## config.mk

```make
export PLATFORM = sky130hd
export DESIGN_NAME = bird_collision_detector
export DESIGN_NICKNAME = d
export VERILOG_FILES = /design/src/rtl/bird_collision_detector.sv
export SDC_FILE = /design/constraint.sdc
export NUM_CORES = 1
export LEC_CHECK = 0
export CAP_MARGIN = 25
export CORE_MARGIN = 2
export CORE_UTILIZATION = 36
export CTS_CLUSTER_SIZE = 12
export DETAILED_ROUTE_END_ITERATION = 10
export DONT_BUFFER_PORTS = 1
export GPL_TIMING_DRIVEN = 1
export HOLD_SLACK_MARGIN = 0.15
export PLACE_DENSITY = 0.56
export SKIP_CTS_REPAIR_TIMING = 1
export SLEW_MARGIN = 20
export SYNTH_ARGS = -nofsm -noshare
export SYNTH_HDL_FRONTEND = slang
export SYNTH_SLANG_ARGS = --single-unit
export TNS_END_PERCENT = 30
```

## constraint.sdc

```tcl
create_clock -name clk -period 2.3 [get_ports clk]
set_input_delay 0.575 -clock clk [delete_from_list [all_inputs] [get_ports clk]]
set_output_delay 0.575 -clock clk [all_outputs]
set_load 0.02 [all_outputs]
```

## src/rtl/bird_collision_detector.sv

```systemverilog
// Frame-based bird collision/score judge with a game-phase FSM (IDLE/PLAY/CRASHED).
// Optional macro BIRD_INVINCIBLE_EN: pipe overlaps no longer cause a crash (floor still does).
module bird_collision_detector #(
   parameter int MIN_PIXELS = 4,
   parameter int CNT_W      = 8
) (
   input  logic       clk,
   input  logic       resetN,
   input  logic       startOfFrame,
   input  logic       gameActive,
   input  logic       birdDR,
   input  logic [3:0] birdEdge,
   input  logic       pipeDR,
   input  logic       floorDR,
   input  logic       scoreDR,
   output logic       collision,
   output logic [3:0] collisionEdge,
   output logic       hitFloor,
   output logic       scorePulse,
   output logic [1:0] phase
);

   typedef enum logic [1:0] {IDLE = 2'd0, PLAY = 2'd1, CRASHED = 2'd2} phase_t;

   localparam logic [CNT_W-1:0] CNT_MAX = '1;

   phase_t           r_phase;
   logic [CNT_W-1:0] r_overlapCnt;
   logic [3:0]       r_edgeAcc;
   logic             r_floorSeen;
   logic             r_scoreSeen;
   logic             r_prevScore;
   logic             r_collision;
   logic [3:0]       r_collisionEdge;
   logic             r_hitFloor;
   logic             r_scorePulse;

   logic w_pipeHit;
   logic w_floorHit;
   logic w_scoreHit;
   logic w_crash;

   function automatic logic [CNT_W-1:0] sat_inc(input logic [CNT_W-1:0] v, input logic en);
      if (en && (v != CNT_MAX))
         return v + CNT_W'(1);
      return v;
   endfunction

   assign w_pipeHit  = birdDR & pipeDR;
   assign w_floorHit = birdDR & floorDR;
   assign w_scoreHit = birdDR & scoreDR;

`ifdef BIRD_INVINCIBLE_EN
   assign w_crash = r_floorSeen;
`else
   localparam logic [CNT_W-1:0] MIN_CNT = CNT_W'(MIN_PIXELS);
   assign w_crash = (r_overlapCnt >= MIN_CNT) | r_floorSeen;
`endif

   // The pixel on the startOfFrame cycle opens the new frame, so accumulators
   // are reloaded from it rather than simply zeroed.
   always_ff @(posedge clk or negedge resetN) begin
      if (!resetN) begin
         r_phase         <= IDLE;
         r_overlapCnt    <= '0;
         r_edgeAcc       <= '0;
         r_floorSeen     <= 1'b0;
         r_scoreSeen     <= 1'b0;
         r_prevScore     <= 1'b0;
         r_collision     <= 1'b0;
         r_collisionEdge <= '0;
         r_hitFloor      <= 1'b0;
         r_scorePulse    <= 1'b0;
      end else begin
         r_collision  <= 1'b0;
         r_hitFloor   <= 1'b0;
         r_scorePulse <= 1'b0;
         case (r_phase)
            IDLE: begin
               if (gameActive && startOfFrame) begin
                  r_phase      <= PLAY;
                  r_overlapCnt <= sat_inc('0, w_pipeHit);
                  r_edgeAcc    <= (w_pipeHit | w_floorHit) ? birdEdge : 4'h0;
                  r_floorSeen  <= w_floorHit;
                  r_scoreSeen  <= w_scoreHit;
               end
            end
            PLAY: begin
               if (!gameActive) begin
                  r_phase         <= IDLE;
                  r_overlapCnt    <= '0;
                  r_edgeAcc       <= '0;
                  r_floorSeen     <= 1'b0;
                  r_scoreSeen     <= 1'b0;
                  r_prevScore     <= 1'b0;
                  r_collisionEdge <= '0;
               end else if (startOfFrame) begin
                  if (w_crash) begin
                     r_collision     <= 1'b1;
                     r_hitFloor      <= r_floorSeen;
                     r_collisionEdge <= r_edgeAcc;
                     r_phase         <= CRASHED;
                  end else if (r_scoreSeen && !r_prevScore) begin
                     r_scorePulse <= 1'b1;
                  end
                  r_prevScore  <= r_scoreSeen;
                  r_overlapCnt <= sat_inc('0, w_pipeHit);
                  r_edgeAcc    <= (w_pipeHit | w_floorHit) ? birdEdge : 4'h0;
                  r_floorSeen  <= w_floorHit;
                  r_scoreSeen  <= w_scoreHit;
               end else begin
                  r_overlapCnt <= sat_inc(r_overlapCnt, w_pipeHit);
                  r_edgeAcc    <= r_edgeAcc | ((w_pipeHit | w_floorHit) ? birdEdge : 4'h0);
                  r_floorSeen  <= r_floorSeen | w_floorHit;
                  r_scoreSeen  <= r_scoreSeen | w_scoreHit;
               end
            end
            CRASHED: begin
               // Accumulators stay frozen; collisionEdge is held until the round ends.
               if (!gameActive) begin
                  r_phase         <= IDLE;
                  r_overlapCnt    <= '0;
                  r_edgeAcc       <= '0;
                  r_floorSeen     <= 1'b0;
                  r_scoreSeen     <= 1'b0;
                  r_prevScore     <= 1'b0;
                  r_collisionEdge <= '0;
               end
            end
            default: r_phase <= IDLE;
         endcase
      end
   end

   assign collision     = r_collision;
   assign collisionEdge = r_collisionEdge;
   assign hitFloor      = r_hitFloor;
   assign scorePulse    = r_scorePulse;
   assign phase         = r_phase;

`ifndef SYNTHESIS
   a_min_pixels_range: assert property (@(posedge clk)
      (MIN_PIXELS >= 1) && (MIN_PIXELS <= (1 << CNT_W) - 1));
`endif

endmodule

```

Word-level counts from Yosys, hierarchy flattened
Index checks and enable logic that the tools add are counted.
{"block": "totals", "ff_bits": 24, "output_inout_bits": 9, "word_cells": 101}
{"block": "op_classes", "addsub": 1, "magnitude_cmp": 1, "eq_ne": 8, "n_mux": 61, "n_bitwise": 8, "reduce_logical": 12}
{"op": "8-bit 2-to-1 mux", "count": 9}
{"op": "1-bit 2-to-1 mux", "count": 32}
{"op": "4-bit 2-to-1 mux", "count": 8}
{"op": "8-bit case mux with 3 select lines", "count": 1}
{"op": "4-bit case mux with 3 select lines", "count": 1}
{"op": "4-bit AND reduction", "count": 3}
{"op": "2-bit 2-to-1 mux", "count": 5}
{"op": "8-bit by 1-bit adder with 8-bit output, second input constant", "count": 1}
{"op": "8-bit by 3-bit greater-or-equal comparator with 1-bit output, second input constant", "count": 1}
{"op": "8-bit inequality test, second input constant", "count": 1}
{"op": "4-bit case mux with 2 select lines", "count": 1}
{"op": "3-bit inequality test, second input constant", "count": 2}
{"op": "1-bit case mux with 3 select lines", "count": 2}
{"op": "2-bit case mux with 3 select lines", "count": 1}
{"op": "3-bit AND reduction", "count": 2}
{"op": "2-bit inequality test, second input constant", "count": 2}
{"op": "4-bit inequality test, second input constant", "count": 1}
{"op": "1-bit bitwise OR", "count": 4}
{"op": "4-bit bitwise OR", "count": 1}
{"op": "1-bit bitwise AND", "count": 3}
{"op": "1-bit logical AND", "count": 3}
{"op": "3-bit nonzero test", "count": 1}
{"op": "2-bit by 1-bit equality test with 1-bit output, second input constant", "count": 1}
{"op": "2-bit equality test, second input constant", "count": 1}
{"op": "4 further kinds", "count": 4}

Logic depth before layout (Yosys ltp)
Gate-level depths: netlist (run 1).
{"block": "logic_depth", "ltp_word": 10, "depth_mapped": 7}

Least setup slack after synthesis (run 1)
No wires, ideal clock.
{"block": "synth_timing", "path_kind": "reg2reg", "from": "register r_phase[1] (netlist: phase[1])", "to": "register r_collisionEdge[1] (netlist: collisionEdge[1])", "setup_time_ns": 0.126, "arrival_ns": 1.828, "setup_slack_ns": 0.345, "stages_incl_launch_ff": 7, "path_buffers": 0, "path_cell_list": "dfrtp_1 -> inv_1 -> ha_1 -> or3b_2 -> nor3_2 -> nor3_1 -> a311o_1"}
{"block": "synth_between", "elab_chain_cells": 3, "elab_cells_between_ends": 8}
{"element": "from (decl)", "line": "27", "rtl": "phase_t r_phase;"}
{"element": "from (signal assigned)", "line": "64", "rtl": "r_phase <= IDLE;"}
{"element": "from (signal assigned)", "line": "81", "rtl": "r_phase <= PLAY;"}
{"element": "from (signal assigned)", "line": "90", "rtl": "r_phase <= IDLE;"}
{"element": "2-bit by 1-bit equality test with 1-bit output / 2-bit equality test (equally long branches)", "line": "78", "rtl": "case (r_phase)"}
{"element": "3-bit inequality test (no source line) (tied with other cells)"}
{"element": "4-bit AND reduction (no source line)"}
{"element": "to (signal assigned)", "line": "101", "rtl": "r_collisionEdge <= r_edgeAcc;"}
{"element": "to (decl)", "line": "34", "rtl": "logic [3:0] r_collisionEdge;"}
Several ways; a longest one is shown, not always the timed one.
A chain may end at the register's enable or synchronous reset.

Worst setup path after layout (run 1)
{"block": "layout_timing", "from": "register r_overlapCnt[4]", "to": "register r_phase[0] (netlist: phase[0])"}
{"block": "layout_between", "elab_chain_cells": 4}
{"element": "from (decl)", "line": "28", "rtl": "logic [CNT_W-1:0] r_overlapCnt;"}
{"element": "from (signal assigned)", "line": "82", "rtl": "r_overlapCnt <= sat_inc('0, w_pipeHit);"}
{"element": "from (signal assigned)", "line": "107", "rtl": "r_overlapCnt <= sat_inc('0, w_pipeHit);"}
{"element": "from (signal assigned)", "line": "112", "rtl": "r_overlapCnt <= sat_inc(r_overlapCnt, w_pipeHit);"}
{"element": "8-bit by 3-bit greater-or-equal comparator with 1-bit output", "line": "57", "rtl": "assign w_crash = (r_overlapCnt >= MIN_CNT) | r_floorSeen;"}
{"element": "1-bit bitwise OR", "line": "57"}
{"element": "3-bit inequality test (no source line)"}
{"element": "4-bit AND reduction (no source line)"}
No other way between the ends.

==> flow_summary.toml, run 1 <==
[clock_tree]
insertion_delay_ns = 0.27
cts_buffers = 3
cts.clk_slew.worst_paths_ns = 0.08
h-tree-depth = 1
cts_max_path_buffers = 2
clock-sinks = 24
tritoncts = "built"
root_buffer = "clkbuf_8"

[layout]
area_growth_pct = 10.21
n_fill_cell = 369
nets = 157
n_antenna_cell = 0
layout-drive-gt1-share_pct = 13.04

[worst_setup_path]
required_ns = 2.45
r2r_cells = 4
rr_startpoint = "r_overlapCnt[4]$_DFFE_PN0P_"
critPathArrivalTime_ns = 2.17
crit_path_end_kind = "flop"
startpoint = "r_overlapCnt[4]$_DFFE_PN0P_"
crit_fanout = 8
r2r_end = "phase[0]$_DFFE_PN0P_"
rrSetupSlack_ns = 0.28
start_kind = "flop"
critPathKind = "reg -> reg"
crit_end = "phase[0]$_DFFE_PN0P_"

[placement]
portBuffers = 0
gp_congestion = 0.9124
place_ws_ns = 0.2886
dp_hpwl_mm = 2.186

[sta]
setup_violations = 0
post-route-min-period_ns = 2.021
drv_slew = 0
setup_total_negative_slack_ns = 0
slew_headroom_pct = 76.56
finalCritPeriodShare_pct = 87.88
rsz0062_at_grt = "no"
worst_pin_slew_ns = 0.3516
fmax_ghz = 0.4948
fin_ws_ns = 0.2788
fin_worst_skew_ns = 0.002640
hold_viol_final = 0

[die]
rows = 22
chipHeight_um = 66.03
die-area_sq_mm = 0.004359
ios = 21
core_sq_mm = 0.003689
die_w_um = 66.03
initial_core_util_pct = 37.55

[detailed_routing]
num_vias = 1093
dr_wl_met2_mm = 1.280
drt_iter0_drc = 50
wl_met1_mm = 1.588
highest_layer = "met4"
viasPerCell = 5.876
wirelength_mm = 3.102
route.detailed.drc = 0
dr.pass1.iters = 4
antenna_left = 0
wl_met3_um = 200
wl_per_cell_um = 16.68

[worst_hold_path]
worstHoldPathType = "in -> reg"

[synthesis]
synth-compound-area-share_pct = 23.13
netlist_area_sq_mm = 0.001385
synthMuxAreaShare_pct = 2.258
ys_seq_elements = 24
synth_fa_ha_area_share_pct = 5.420
synth_top_family_by_area = "compound AO/OA/AOI/OAI gates"
synth_common_cells = "dfrtp_1, nand2_1, inv_1"
netlist_top_cells_area = "dfrtp_1, ha_1, a22o_1"
ys_async_sr_fraction_pct = 100.0
synth_top_cell_by_area = "dfrtp_1"
syn_area_per_cell_sq_um = 10.34
syn-num-nets = 152
ys.flop_type = "dfrtp_1"
synth_cell_types = 46
synth_edf_count = 0
yosys.area_share.simple_pct = 20.69
yosysTopAreaCellShare_pct = 43.36
yosysMostFrequentCell = "dfrtp_1"
yosysSeqAreaShare_pct = 43.36
netlist_instances = 134
ys_warn_count = 0
synth_xor_area_share_pct = 0

[power]
fin_total_pwr_mw = 1.676
p_per_area_mw_per_mm2 = 1098
ir_drop_mv = 0.6906
p_leak_nw = 0.6692

[outcome]
status = "finished, final reports clean"

[global_route]
grt_max_degree = 25
antenna_found_initial = 0
track_usage_pct = 15.94
grt-ovfl-total = 0
grt_pass1_wl_mm = 5.361
grt_pass1_vias = 1043

[flow_run]
max_cap_violations = 0
## logic make-up (layout without fill, tap and decap cells)
family / after synthesis / after routing
adder cells (fa/ha/maj): 6 / 6
AND/OR/NAND/NOR: 44 / 44
buffers and inverters: 15 / 19
AO/OA/AOI/OAI: 42 / 42
flip-flops: 24 / 24
multiplexers: 3 / 3
## power by group
| part | total [mW] | switching (mW) | internal, mW |
|---|---|---|---|
| logic | 0.755 | 0.436 | 0.319 |
| clock network | 0.287 | 0.134 | 0.153 |
| registers | 0.634 | 0.113 | 0.521 |
| total | 1.68 | 0.683 | 0.993 |
## state kept, by name, indices dropped and copies added, names as in the netlist
name	cells
r_overlapCnt	8
collisionEdge	4
r_edgeAcc	4
phase	2
collision	1
hitFloor	1
r_floorSeen	1
r_prevScore	1
r_scoreSeen	1
scorePulse	1
## layout make-up
cell class                 instances  area (sq um)  area share [%]
clock buffer                       4         55.05           3.607
inverter                           8         30.03           1.967
multi-input combinational         95         713.2           46.72
sequential                        24         600.6           39.34
tap                               48         60.06           3.934
timing repair buffer               7         67.56           4.426
## worst min path at each step
stage	start	endpoint	slack [ns]	depth (start not counted)
after floorplan	resetN	collision$_DFF_PN0_	0.28	0
after global placement	resetN	r_edgeAcc[0]$_DFFE_PN0P_	0.28	0
after detailed placement	resetN	r_edgeAcc[2]$_DFFE_PN0P_	0.28	0
after CTS	resetN	r_edgeAcc[2]$_DFFE_PN0P_	-0.02	0
after global routing	gameActive	r_prevScore$_DFFE_PN0P_	0.42	1
final	gameActive	r_prevScore$_DFFE_PN0P_	0.43	1
## metrics by stage
stage	util [%]	hold slack, ns	std cells	cell area (sq um)
final	41.38	0.4325	186	1526
after global routing	41.38	0.4178	186	1526
after CTS	40.57	-0.01685	184	1496
after detailed placement	39.08	0.2800	180	1441
after global placement	39.08	0.2800	180	1441
after floorplan	-	0.2794	134	1385
## cells in the final DEF, fill, tap and decap left out, types with 2 or more instances in the layout
cell      synthesis  layout
nand4b_1          5       5
clkbuf_8          0       4
inv_1             8       8
a21oi_1           7       7
nor3_1            4       4
o21a_1            3       3
ha_1              6       6
o21ai_0           3       3
nand3_1           2       2
dfrtp_1          24      24
a22o_1            7       7
nand2_1           9       9
a311o_1           4       4
buf_4             1       5
nor4_1            3       3
a41oi_1           3       3
nor2b_1           5       5
or4_4             2       2
nor2_1            2       2
and3_1            3       3
a31oi_1           4       4
mux2i_1           2       2
## critical path, stage by stage (launching register included)
cell and delay (ns):
dfrtp_1 0.46, or4_4 0.59, o41a_1 0.36, o21ai_1 0.17, mux2_1 0.33
## routing by layer
metal  track usage (%)  up-vias
met5                 0        -
met2             21.72       32
li1                  -      523
met4             5.102        0
met3             4.770        4
met1             23.75      534
Note: power is estimated with default switching activity, not from simulation.
==> run 2: changes to the inputs <==
--- a/config.mk
+++ b/config.mk
@@ -8,7 +8,7 @@
 export CAP_MARGIN = 25
 export CORE_MARGIN = 2
 export CORE_UTILIZATION = 36
-export CTS_CLUSTER_SIZE = 12
+export CTS_CLUSTER_SIZE = 25
 export DETAILED_ROUTE_END_ITERATION = 10
 export DONT_BUFFER_PORTS = 1
 export GPL_TIMING_DRIVEN = 1
==> results of run 2 <==
Final layout, timing and power as in run 1 (identical DEF).
